<file path="src/rtl/wb_write_sequencer.sv">
// Register-file write sequencer: merges load and ALU write requests into one write per cycle.
// Optional macro WB_FWD_EN builds the pending-write lookup (fwd_hit/fwd_value) for the ID stage.
module wb_write_sequencer #(
    parameter int DEPTH = 4,
    parameter int DW    = 32,
    parameter int AW    = 4
) (
    input  logic                       clk,
    input  logic                       rst,
    input  logic                       alu_wb_en,
    input  logic [AW-1:0]              alu_dest,
    input  logic [DW-1:0]              alu_result,
    input  logic                       mem_wb_en,
    input  logic [AW-1:0]              mem_dest,
    input  logic [DW-1:0]              mem_data,
    output logic                       wb_en,
    output logic [AW-1:0]              wb_dest,
    output logic [DW-1:0]              wb_value,
    output logic                       wb_stall,
    input  logic [AW-1:0]              fwd_src,
    output logic                       fwd_hit,
    output logic [DW-1:0]              fwd_value,
    output logic [$clog2(DEPTH):0]     occupancy,
    output logic                       overflow,
    output logic                       bad_dest
);
    localparam int PW = $clog2(DEPTH);
    localparam int CW = PW + 1;
    localparam logic [AW-1:0] PC_REG = AW'(15);

    logic [AW-1:0] q_dest [DEPTH];
    logic [DW-1:0] q_data [DEPTH];

    logic [PW-1:0] head_reg, tail_reg;
    logic [CW-1:0] occ_reg;
    logic          wb_en_reg;
    logic [AW-1:0] wb_dest_reg;
    logic [DW-1:0] wb_value_reg;
    logic          overflow_reg, bad_dest_reg;

    logic          mem_ok, alu_ok, pop;
    logic          in0_v, in1_v;
    logic [AW-1:0] in0_dest;
    logic [DW-1:0] in0_data;
    logic          out_v;
    logic [AW-1:0] out_dest;
    logic [DW-1:0] out_data;
    logic          pa_v, pb_v, acc_a, acc_b, drop;
    logic [AW-1:0] pa_dest;
    logic [DW-1:0] pa_data;
    logic [CW-1:0] free_slots;
    logic [PW-1:0] tail_b;
    logic [CW-1:0] occ_next;
    logic [PW-1:0] head_next, tail_next;

    // Incoming requests compacted into an age-ordered pair: load first, then ALU.
    always_comb begin
        mem_ok   = mem_wb_en && (mem_dest != PC_REG);
        alu_ok   = alu_wb_en && (alu_dest != PC_REG);
        in0_v    = mem_ok || alu_ok;
        in0_dest = mem_ok ? mem_dest : alu_dest;
        in0_data = mem_ok ? mem_data : alu_result;
        in1_v    = mem_ok && alu_ok;
        pop      = (occ_reg != '0);
    end

    // The queue head always wins the output; otherwise the oldest incoming bypasses it.
    always_comb begin
        out_v      = pop || in0_v;
        out_dest   = pop ? q_dest[head_reg] : in0_dest;
        out_data   = pop ? q_data[head_reg] : in0_data;
        pa_v       = pop ? in0_v : in1_v;
        pa_dest    = pop ? in0_dest : alu_dest;
        pa_data    = pop ? in0_data : alu_result;
        pb_v       = pop && in1_v;
        free_slots = CW'(DEPTH) - occ_reg + CW'(pop);
        acc_a      = pa_v && (free_slots != '0);
        acc_b      = pb_v && (free_slots >= CW'(2));
        drop       = (pa_v && !acc_a) || (pb_v && !acc_b);
        tail_b     = tail_reg + PW'(1);
        occ_next   = occ_reg + CW'(acc_a) + CW'(acc_b) - CW'(pop);
        head_next  = head_reg + PW'(pop);
        tail_next  = tail_reg + PW'(acc_a) + PW'(acc_b);
    end

    generate
        for (genvar gi = 0; gi < DEPTH; gi++) begin : g_entry
            logic [AW-1:0] dest_reg;
            logic [DW-1:0] data_reg;

            always_ff @(posedge clk) begin
                if (acc_a && (tail_reg == PW'(gi))) begin
                    dest_reg <= pa_dest;
                    data_reg <= pa_data;
                end else if (acc_b && (tail_b == PW'(gi))) begin
                    dest_reg <= alu_dest;
                    data_reg <= alu_result;
                end
            end

            assign q_dest[gi] = dest_reg;
            assign q_data[gi] = data_reg;
        end
    endgenerate

    always_ff @(posedge clk) begin
        if (rst) begin
            head_reg     <= '0;
            tail_reg     <= '0;
            occ_reg      <= '0;
            wb_en_reg    <= 1'b0;
            wb_dest_reg  <= '0;
            wb_value_reg <= '0;
            overflow_reg <= 1'b0;
            bad_dest_reg <= 1'b0;
        end else begin
            head_reg  <= head_next;
            tail_reg  <= tail_next;
            occ_reg   <= occ_next;
            wb_en_reg <= out_v;
            if (out_v) begin
                wb_dest_reg  <= out_dest;
                wb_value_reg <= out_data;
            end
            if (drop) begin
                overflow_reg <= 1'b1;
            end
            if ((mem_wb_en && (mem_dest == PC_REG)) || (alu_wb_en && (alu_dest == PC_REG))) begin
                bad_dest_reg <= 1'b1;
            end
        end
    end

    assign wb_en     = wb_en_reg;
    assign wb_dest   = wb_dest_reg;
    assign wb_value  = wb_value_reg;
    assign occupancy = occ_reg;
    assign overflow  = overflow_reg;
    assign bad_dest  = bad_dest_reg;
    assign wb_stall  = (CW'(DEPTH) - occ_reg) < CW'(2);

`ifdef WB_FWD_EN
    // Scan oldest to newest so the newest matching write overrides earlier ones.
    always_comb begin
        logic [PW-1:0] idx;
        fwd_hit   = 1'b0;
        fwd_value = '0;
        idx       = head_reg;
        if (fwd_src != PC_REG) begin
            if (wb_en_reg && (wb_dest_reg == fwd_src)) begin
                fwd_hit   = 1'b1;
                fwd_value = wb_value_reg;
            end
            for (int k = 0; k < DEPTH; k++) begin
                idx = head_reg + PW'(k);
                if ((CW'(k) < occ_reg) && (q_dest[idx] == fwd_src)) begin
                    fwd_hit   = 1'b1;
                    fwd_value = q_data[idx];
                end
            end
        end
    end
`else
    logic unused_fwd_src;
    assign unused_fwd_src = ^fwd_src;
    assign fwd_hit        = 1'b0;
    assign fwd_value      = '0;
`endif

endmodule

</file>
<file path="config.mk">
export PLATFORM = sky130hd
export DESIGN_NAME = wb_write_sequencer
export DESIGN_NICKNAME = d
export VERILOG_FILES = /design/src/rtl/wb_write_sequencer.sv
export SDC_FILE = /design/constraint.sdc
export NUM_CORES = 1
export LEC_CHECK = 0
export ABC_AREA = 0
export CAP_MARGIN = 15
export CORE_MARGIN = 2
export CORE_UTILIZATION = 35
export CTS_CLUSTER_SIZE = 30
export DETAILED_ROUTE_END_ITERATION = 16
export PLACE_DENSITY = 0.67
export SYNTH_ARGS = -nofsm -noshare
export SYNTH_HDL_FRONTEND = slang
export SYNTH_SLANG_ARGS = --single-unit
</file>
<file path="constraint.sdc">
create_clock -name clk -period 9.8 [get_ports clk]
set_input_delay 1.96 -clock clk [delete_from_list [all_inputs] [get_ports clk]]
set_output_delay 1.96 -clock clk [all_outputs]
set_load 0.01 [all_outputs]
</file>
# == Yosys cells after proc, flatten, opt, wreduce, memory -nomap -nowiden ==
# Index checks and enable logic that the tools add are counted.
# word_totals
ff_bits,190
# classes
bitwise,1
n_reduce_logical,32
n_lt_le_gt_ge,3
add_sub_neg,9
n_eq_ne,10
muxes,29
# ops
cell,count
$mux 32,13
$bmux 32 s2,1
$mux 4,13
$logic_and 1x1->1,18
$add 3x1->3,3
$bmux 4 s2,1
$eq 2x2->1 const B,4
$eq 4x4->1 const B,2
$ne 4x4->1 const B,2
$reduce_bool 2->1,4
$add 2x1->2,3
$reduce_bool 3->1,2
$eq 2x1->1 const B,2
$logic_not 2->1,2
$logic_or 1x1->1,4
$ge 3x2->1 const B,1
$ge 3x3->1 const B,1
$lt 3x2->1 const B,1
$not 2->3,1
$sub 3x1->3,1
$sub 3x3->3 const A,1
$add 2x1->2 const B,1
$logic_not 1->1,2
$mux 1,1

# == Longest topological paths before layout ==
# Gate-level depths: netlist (run 1).
# logic_depth
depth_word,8
mapped_depth,14
depth_no_buf,13

# == Least setup slack after synthesis (run 1) ==
# OpenSTA, ideal clock, no wires.
# synth_timing
path_kind,input-to-reg
from,input alu_wb_en
to,register g_entry[3].data_reg[0] (enable)
t_arrival_ps,4691
setup_slack_ps,4668
setup_ps,441
n_path_buf,1
t_required_ps,9359
cell_stages,4
path_cell_list,clkbuf_1 -> nand4_1 -> or4_1 -> a21oi_1
# synth_between
elab_chain_cells,6
elab_cells_between_ends,10
classes_between,mux: 1; reduce/logical: 9
# synth_lines
item,line_no,text
"start, declared",10,"input logic alu_wb_en,"
$logic_and 1x1->1 *,59,alu_ok = alu_wb_en && (alu_dest != PC_REG);
$logic_and 1x1->1 or $logic_or 1x1->1 (tied branches),"63, 60",
$mux 1 or $logic_and 1x1->1 (tied branches),"72, 75",
$logic_and 1x1->1 (on tied branches),"77, 78",
$logic_and 1x1->1 (on tied branches),"92, 95",
$reduce_bool 2->1 (no source line) *,n/a,
"end signal, assigned",94,data_reg <= pa_data;
"end signal, assigned",97,data_reg <= alu_result;
"end, declared",89,logic [DW-1:0] data_reg;
# Every way passes the cells marked *; elsewhere a longest branch is shown, timed or not.
# A chain may end at the register's enable or synchronous reset.

# == Final worst setup path (run 1) ==
# layout_timing
from,input mem_wb_en
to,register occ_reg[2] (netlist: occupancy[2])
# layout_between
elab_chain_cells,7
elab_cells_between_ends,10
classes_between,add/sub: 3; mux: 1; reduce/logical: 6
# layout_lines
item,line_no,text
"start, declared",13,"input logic mem_wb_en,"
$logic_and 1x1->1 *,58,mem_ok = mem_wb_en && (mem_dest != PC_REG);
$logic_and 1x1->1 or $logic_or 1x1->1 (tied branches),"63, 60",
$mux 1,72,pa_v = pop ? in0_v : in1_v;
$logic_and 1x1->1,77,acc_a = pa_v && (free_slots != '0);
$add 3x1->3,81,occ_next = occ_reg + CW'(acc_a) + CW'(acc_b) - CW'(pop);
$add 3x1->3 *,81,
$sub 3x1->3 *,81,
"end signal, assigned",119,occ_reg <= occ_next;
"end, declared",35,logic [CW-1:0] occ_reg;
# Marks and branches as above.

==> summary.txt, run 1 <==
Critical path
  – Critical path buffer and inverter count: 3
  – Slowest stage delay, CP: 0.79 ns
  – Crit end category: flip-flop
  – CP required: approximately 10 ns
  – Crit-path leading delay family: adder cells
  – Worst EP arrival: about 5.1 ns
  – Setup crit start kind: input port
  – WS Path Type: in2reg
  – Crit path cell chain: clkdlybuf4s50_1 > inv_1 > o21ai_0 > nand3_1 > ha_1 > inv_1 > fa_1 > fa_1 > xnor2_1 > xnor2_1 > nor2_1
  – CP max-delay cell: clkdlybuf4s50_1
  – Max FO, Critical Path: 12

Synthesis
  – Synth top area share: 43.80%
  – Count of different cell masters after synthesis: 50
  – Mapped Area: 9873 sq um
  – Synth Register Bits: 190
  – Async SR Flop Fraction: 0%
  – Adder-Cell Fraction of Synth Area: 1.622%
  – Post-synthesis sequential area ratio: 53.12%
  – Largest family of logic cells by synthesized area: multiplexers
  – Mean post-synth cell area: about 14 sq um
  – Compound-Gate Fraction of Synth Area: ~8.8%
  – Synth Flop Type: edfxtp_1
  – Post-synthesis mux area share: 24.14%
  – Synth top area cells: edfxtp_1, mux2_2, dfxtp_1
  – Post-synthesis xor/xnor area fraction: less than 1%
  – Post-Synthesis Cells: 688
  – Top cell type by total area after synthesis: edfxtp_1
  – Synth warnings: 0
  – Simple-gate share of the synthesized area: 5.285%
  – Number of synthesized flops with an enable pin: around 140

Final layout
  – Fin cells: 1175
  – Layout cells sized above 1: between 20% and 30%
  – Layout Nets: 876
  – FF/Latch Area: 5250 sq um
  – Largest register FFs: 128
  – N_diodes: 0
  – Multi-input combinational cell area: roughly 4200 sq um
  – Final core utilization: 42.61%
  – Commonest non-fill, non-tap cells in the layout: edfxtp_1, clkdlybuf4s50_1, mux2_2
  – Area grow syn2layout: 19.91%
  – Filler Cell Count: ~2500
  – Commonest non-fill, non-tap cell in the layout: edfxtp_1

Routing
  – Via density: 5.294
  – Length of the first detailed-routing pass in iterations: 5
  – Drt total wl: 25140 microns
  – Antenna Nets Post-Route: 0
  – Remaining DRCs: 0
  – Via count: ~6200
  – First DRT Iteration DRCs: 433
  – Drt wl/cell: about 21 microns

STA
  – Final setup vio count: 0
  – Tcrit/Tclk final: 48.42%
  – Layout Skew: 0.01542 ns
  – Rel. slew slack: 23.36%
  – Fin crit period: 4.745 ns
  – RSZ-0062 raised after global routing: false
  – Final count of pins violating max slew: 0
  – Final hold vios: 0
  – Slew @ Worst Pin: 1.147 ns
  – Setup TNS: 0 ns
  – Fmax: 0.2107 GHz

Placed design
  – I/O Buffers: between 100 and 150
  – Placer Congestion: 0.7715
  – Hpwl dp: 14470 microns
  – Cells after DPL: 1143

Floorplanning
  – Num rows: between 60 and 70
  – Starting Density: 35.54%
  – Die X: approximately 170 microns
  – # IOs: 156
  – Die footprint: 29570 sq um
  – Chip height: 172.0 microns
  – Core area: between 20000 and 30000 sq um

Power and ir drop
  – Clk pwr share: 21.1%
  – Worst vdd ir: 114.9 uV
  – Int Power: 2.244 mW
  – Switch Pwr: 1.156 mW
  – Sw frac: between 30% and 40%
  – LEAKAGE: 4.109 nW
  – Combinational fraction of design power: 39.3%
  – Power per cell area: 287.1 nW/um^2
  – Power share of the sequential group: 39.6%

Clock tree
  – Root buffer cell: clkbuf_16
  – CTS H-tree depth: 4
  – Clk sink count: 190
  – Clock-pin slew of the registers on the worst-case setup and hold paths: approximately 0.07 ns
  – Worst skew pair latency: between 0.4 and 0.5 ns
  – Post-CTS setup buffer count: 0
  – CTS resizes: 0
  – Inserted Clock Buffers: 17
  – Post-CTS Hold Fix Bufs: 0
  – CTS tree: yes
  – Clock Tree Buf Depth: 2

Global route
  – Initial antenna violation count: 2
  – First-pass GRT wire length: ~39000 microns
  – Vias in the first global route: 6452
  – Largest net degree at the start of global routing: 45
  – Tot GR Track Use: 17.63%
  – Grt ovf: 0

Worst hold path
  – HP Class: reg2reg

Flow run
  – Total of max-cap violations: 0

Status
  – Status: complete, no violations
==> cell usage after synthesis (3+ instances only) <==
cell type,n
ha_1,8
inv_1,14
a2bb2oi_1,4
nand4_1,3
o32a_1,8
a221o_1,4
nand3_1,8
nand2_1,34
buf_6,9
edfxtp_1,144
mux2_2,93
mux2_4,35
clkbuf_1,26
buf_4,33
dfxtp_1,46
o32a_2,4
o31ai_1,32
a221oi_1,36
buf_2,12
nor2_1,46
nor3_1,4
buf_12,3
nor2b_1,5
or3_1,4
fa_1,3
xnor2_1,5
mux4_2,36
==> cells by family after synthesis <==
kind of cell	count (synthesis)
flops	190
buf+inv	99
mux	164
compound gates	102
fa+ha+maj	11
xor+xnor	7
simple gates	114
other cells	1
==> final timing paths <==
| path | startpoint | end | slack, ns | cells past startpoint |
|---|---|---|---|---|
| worst max-delay path | mem_wb_en | occupancy[2] | 5.05 | 11 |
| worst min-delay path | wb_value[5] | wb_value[5] | 0.45 | 2 |
| worst max register to register | occupancy[0] | g_entry[2].data_reg[0] | 6.14 | 8 |
| worst min register to register | wb_value[5] | wb_value[5] | 0.45 | 2 |
==> power groups by stage <==
stage               combinational (mW)  sequential, mW  clock, mW
finish                            1.34            1.34      0.718
global route                      1.45            1.38      0.760
CTS                               1.34            1.36      0.728
detailed placement                1.33            1.37          0
global placement                  1.32            1.36          0
floorplan                        0.874            1.33          0
==> through the flow <==
step	power [mW]	hold WS, ns	setup slack, ns	instance area (sq um)
3_5_place_dp	2.701	0.4413	4.618	11230
3_3_place_gp	2.674	0.4361	4.605	11230
5_1_grt	3.592	0.4707	4.794	11840
6_report	3.399	0.4541	5.055	11840
2_1_floorplan	2.205	0.4787	4.668	9993
4_1_cts	3.420	0.4570	5.066	11820
==> final cells by class <==
class | count | share of cell area (%)
Timing Repair Buffer | 130 | 10.80
Sequential cell | 190 | 44.35
Multi-Input combinational cell | 431 | 35.38
Clock inverter | 14 | 1.406
Inverter | 15 | 0.4756
Clock buffer | 17 | 3.593
Tap cell | 378 | 3.995
==> worst min-delay path, cell delays in order, from the launching register on <==
cell,delay (ns)
dfxtp_1,0.31
nand2_1,0.05
o31ai_1,0.05
==> routing by layer <==
metal / wire [microns] / up-vias / track usage, %
met5: 0 / - / 0
met2: 12340 / 207 / 29.72
met1: 11110 / 3159 / 23.62
li1: - / 2834 / -
met3: 1444 / 20 / 2.976
met4: 254 / 0 / 4.604
No activity file was read; power rests on OpenSTA's default activity.
==> inputs of run 2 (changes only) <==
==> constraint.sdc (replaced) <==
create_clock -name clk -period 4.78 [get_ports clk]
set_input_delay 0.956 -clock clk [delete_from_list [all_inputs] [get_ports clk]]
set_output_delay 0.956 -clock clk [all_outputs]
set_load 0.01 [all_outputs]
==> run 2 against run 1 <==
Critical path depth did not move. Routed wire length fell by 0.72%. Total power rose by 110%. Combinational power rose by 100%. Final cell count rose by 0.60%. Sequential power rose by 110%. Via count rose by 2.2%. Clock power rose by 100%. Global-route usage fell by 0.37 points. Die area did not move. Non-clock buffer count rose by 6. Critical path type unchanged.
==> summary.txt, run 2 (synthesis gave the netlist of run 1 again) <==
STA
  – Layout Skew: roughly 0.014 ns
  – Tcrit/Tclk final: 76.51%
  – Fmax: 0.2734 GHz
  – Final count of pins violating max slew: 0
  – Final hold vios: 0
  – Slew @ Worst Pin: 1.132 ns
  – Setup TNS: 0 ns
  – RSZ-0062 raised after global routing: false
  – Fin crit period: 3.657 ns
  – Rel. slew slack: 24.55%
  – Fin worst setup slack: 1.123 ns
  – Final setup vio count: 0

Worst hold path
  – HP Class: reg2reg
  – Worst hold start: wb_value[17]
  – Hold Path End: wb_value[17]
  – Hold Path Depth: 2

Floorplanning
  – Chip height: approximately 170 microns
  – Die X: roughly 170 microns
  – Die footprint: 29570 sq um
  – # IOs: between 150 and 200
  – Core area: 27780 sq um
  – Starting Density: 35.54%
  – Num rows: 61

Power and ir drop
  – LEAKAGE: around 4.1 nW
  – Power per cell area: 586.5 nW/um^2
  – Worst vdd ir: 363.9 uV

Clock tree
  – CTS H-tree depth: 4
  – Worst skew pair latency: 0.43 ns
  – CTS resizes: 0
  – Clock-pin slew of the registers on the worst-case setup and hold paths: 0.07 ns
  – Clk sink count: 190
  – Inserted Clock Buffers: 17
  – Post-CTS setup buffer count: 0
  – Post-CTS Hold Fix Bufs: 0
  – Clock Tree Buf Depth: 2
  – CTS tree: yes
  – Root buffer cell: clkbuf_16

Flow run
  – Total of max-cap violations: 0

Routing
  – First DRT Iteration DRCs: just over 500
  – Drt wl/cell: roughly 21 microns
  – Drt total wl: 24960 microns
  – Length of the first detailed-routing pass in iterations: 5
  – Remaining DRCs: 0
  – Via density: 5.379
  – Via count: roughly 6400
  – Antenna Nets Post-Route: 0

Critical path
  – Worst EP arrival: 3.95 ns
  – Max FO, Critical Path: 11
  – CP max-delay cell: clkdlybuf4s50_1
  – Crit end category: flip-flop
  – Crit-path leading delay family: adder cells
  – Critical path buffer and inverter count: 2
  – Crit path cell chain: clkdlybuf4s50_1 > and4_1 > o21ai_0 > nand3_1 > ha_1 > inv_1 > fa_1 > fa_1 > xnor2_1 > xnor2_1 > nor2_1
  – FF-to-FF End: occupancy[2]
  – R2R cell count: 13
  – CP required: 5.07 ns
  – Slowest stage delay, CP: 0.54 ns
  – R2R Path Start: occupancy[0]
  – Setup crit start kind: input port
  – WS Path Type: in2reg
  – Worst reg-to-reg setup slack: about 1.1 ns

Global route
  – First-pass GRT wire length: roughly 38000 microns
  – Largest net degree at the start of global routing: 44
  – Initial antenna violation count: 1
  – Grt ovf: 0
  – Vias in the first global route: 6407
  – Tot GR Track Use: 17.26%

Final layout
  – Layout Nets: 882
  – N_diodes: 0
  – Commonest non-fill, non-tap cell in the layout: edfxtp_1
  – Filler Cell Count: 2571
  – Multi-input combinational cell area: between 4000 and 5000 sq um
  – Largest register FFs: 128
  – Commonest non-fill, non-tap cells in the layout: edfxtp_1, clkdlybuf4s50_1, mux2_2
  – FF/Latch Area: 5250 sq um
  – Layout cells sized above 1: approximately 29%
  – Final core utilization: 42.79%
  – Area grow syn2layout: 20.39%

Placed design
  – Placer Congestion: about 0.77
  – Hpwl dp: 15220 microns
  – I/O Buffers: 118
  – Post-Place Worst Slack: 0.7107 ns

Status
  – Status: complete, no violations
[run 2: final cells by class]
| type | count | area share, % |
|---|---|---|
| Clock inverter | 13 | 1.358 |
| Multi-Input combinational cell | 431 | 35.24 |
| Clock buffer | 19 | 3.642 |
| Tap cell | 378 | 3.979 |
| Timing Repair Buffer | 136 | 11.14 |
| Inverter | 15 | 0.4737 |
| Sequential cell | 190 | 44.17 |
[run 2: through the flow]
| step | power [mW] | cells | hold WS [ns] | cell area, sq um |
|---|---|---|---|---|
| 6_report | 6.971 | 1182 | 0.4543 | 11890 |
| 5_1_grt | 7.369 | 1182 | 0.4690 | 11890 |
| 4_1_cts | 7.044 | 1182 | 0.4576 | 11890 |
| 3_5_place_dp | 5.580 | 1150 | 0.4436 | 11290 |
| 3_3_place_gp | 5.534 | 1150 | 0.4361 | 11290 |
| 2_1_floorplan | 4.520 | 720 | 0.4787 | 9993 |
[run 2: layer usage]
metal  up-vias  global-route usage, %  wire, microns
li1       2849                      -              -
met1      3226                  21.88          10290
met2       261                  30.05          12730
met3        22                  3.754           1719
met4         0                  4.238            227
met5         -                      0              0
[run 2: power breakdown]
group	switching (mW)	total, mW	internal (mW)	leakage (nW)
logic	1.38	2.72	1.34	2.15
clock network	0.633	1.46	0.827	0.283
registers	0.338	2.79	2.45	1.70
total	2.35	6.97	4.62	4.14
[run 2: worst min-delay path, stage by stage (launching register included)]
cell	delay, ns
dfxtp_1	0.31
nand2_1	0.05
o31ai_1	0.05
[run 2: worst max-delay path by stage]
stage | cells after the start | endpoint | start
3_3_place_gp | 11 | occupancy[2] | mem_dest[3]
4_1_cts | 13 | occupancy[2] | occupancy[1]
3_5_place_dp | 11 | occupancy[2] | mem_dest[3]
5_1_grt | 13 | occupancy[2] | occupancy[0]
2_1_floorplan | 4 | g_entry[3].data_reg[0] | alu_wb_en
6_report | 11 | occupancy[2] | mem_dest[3]
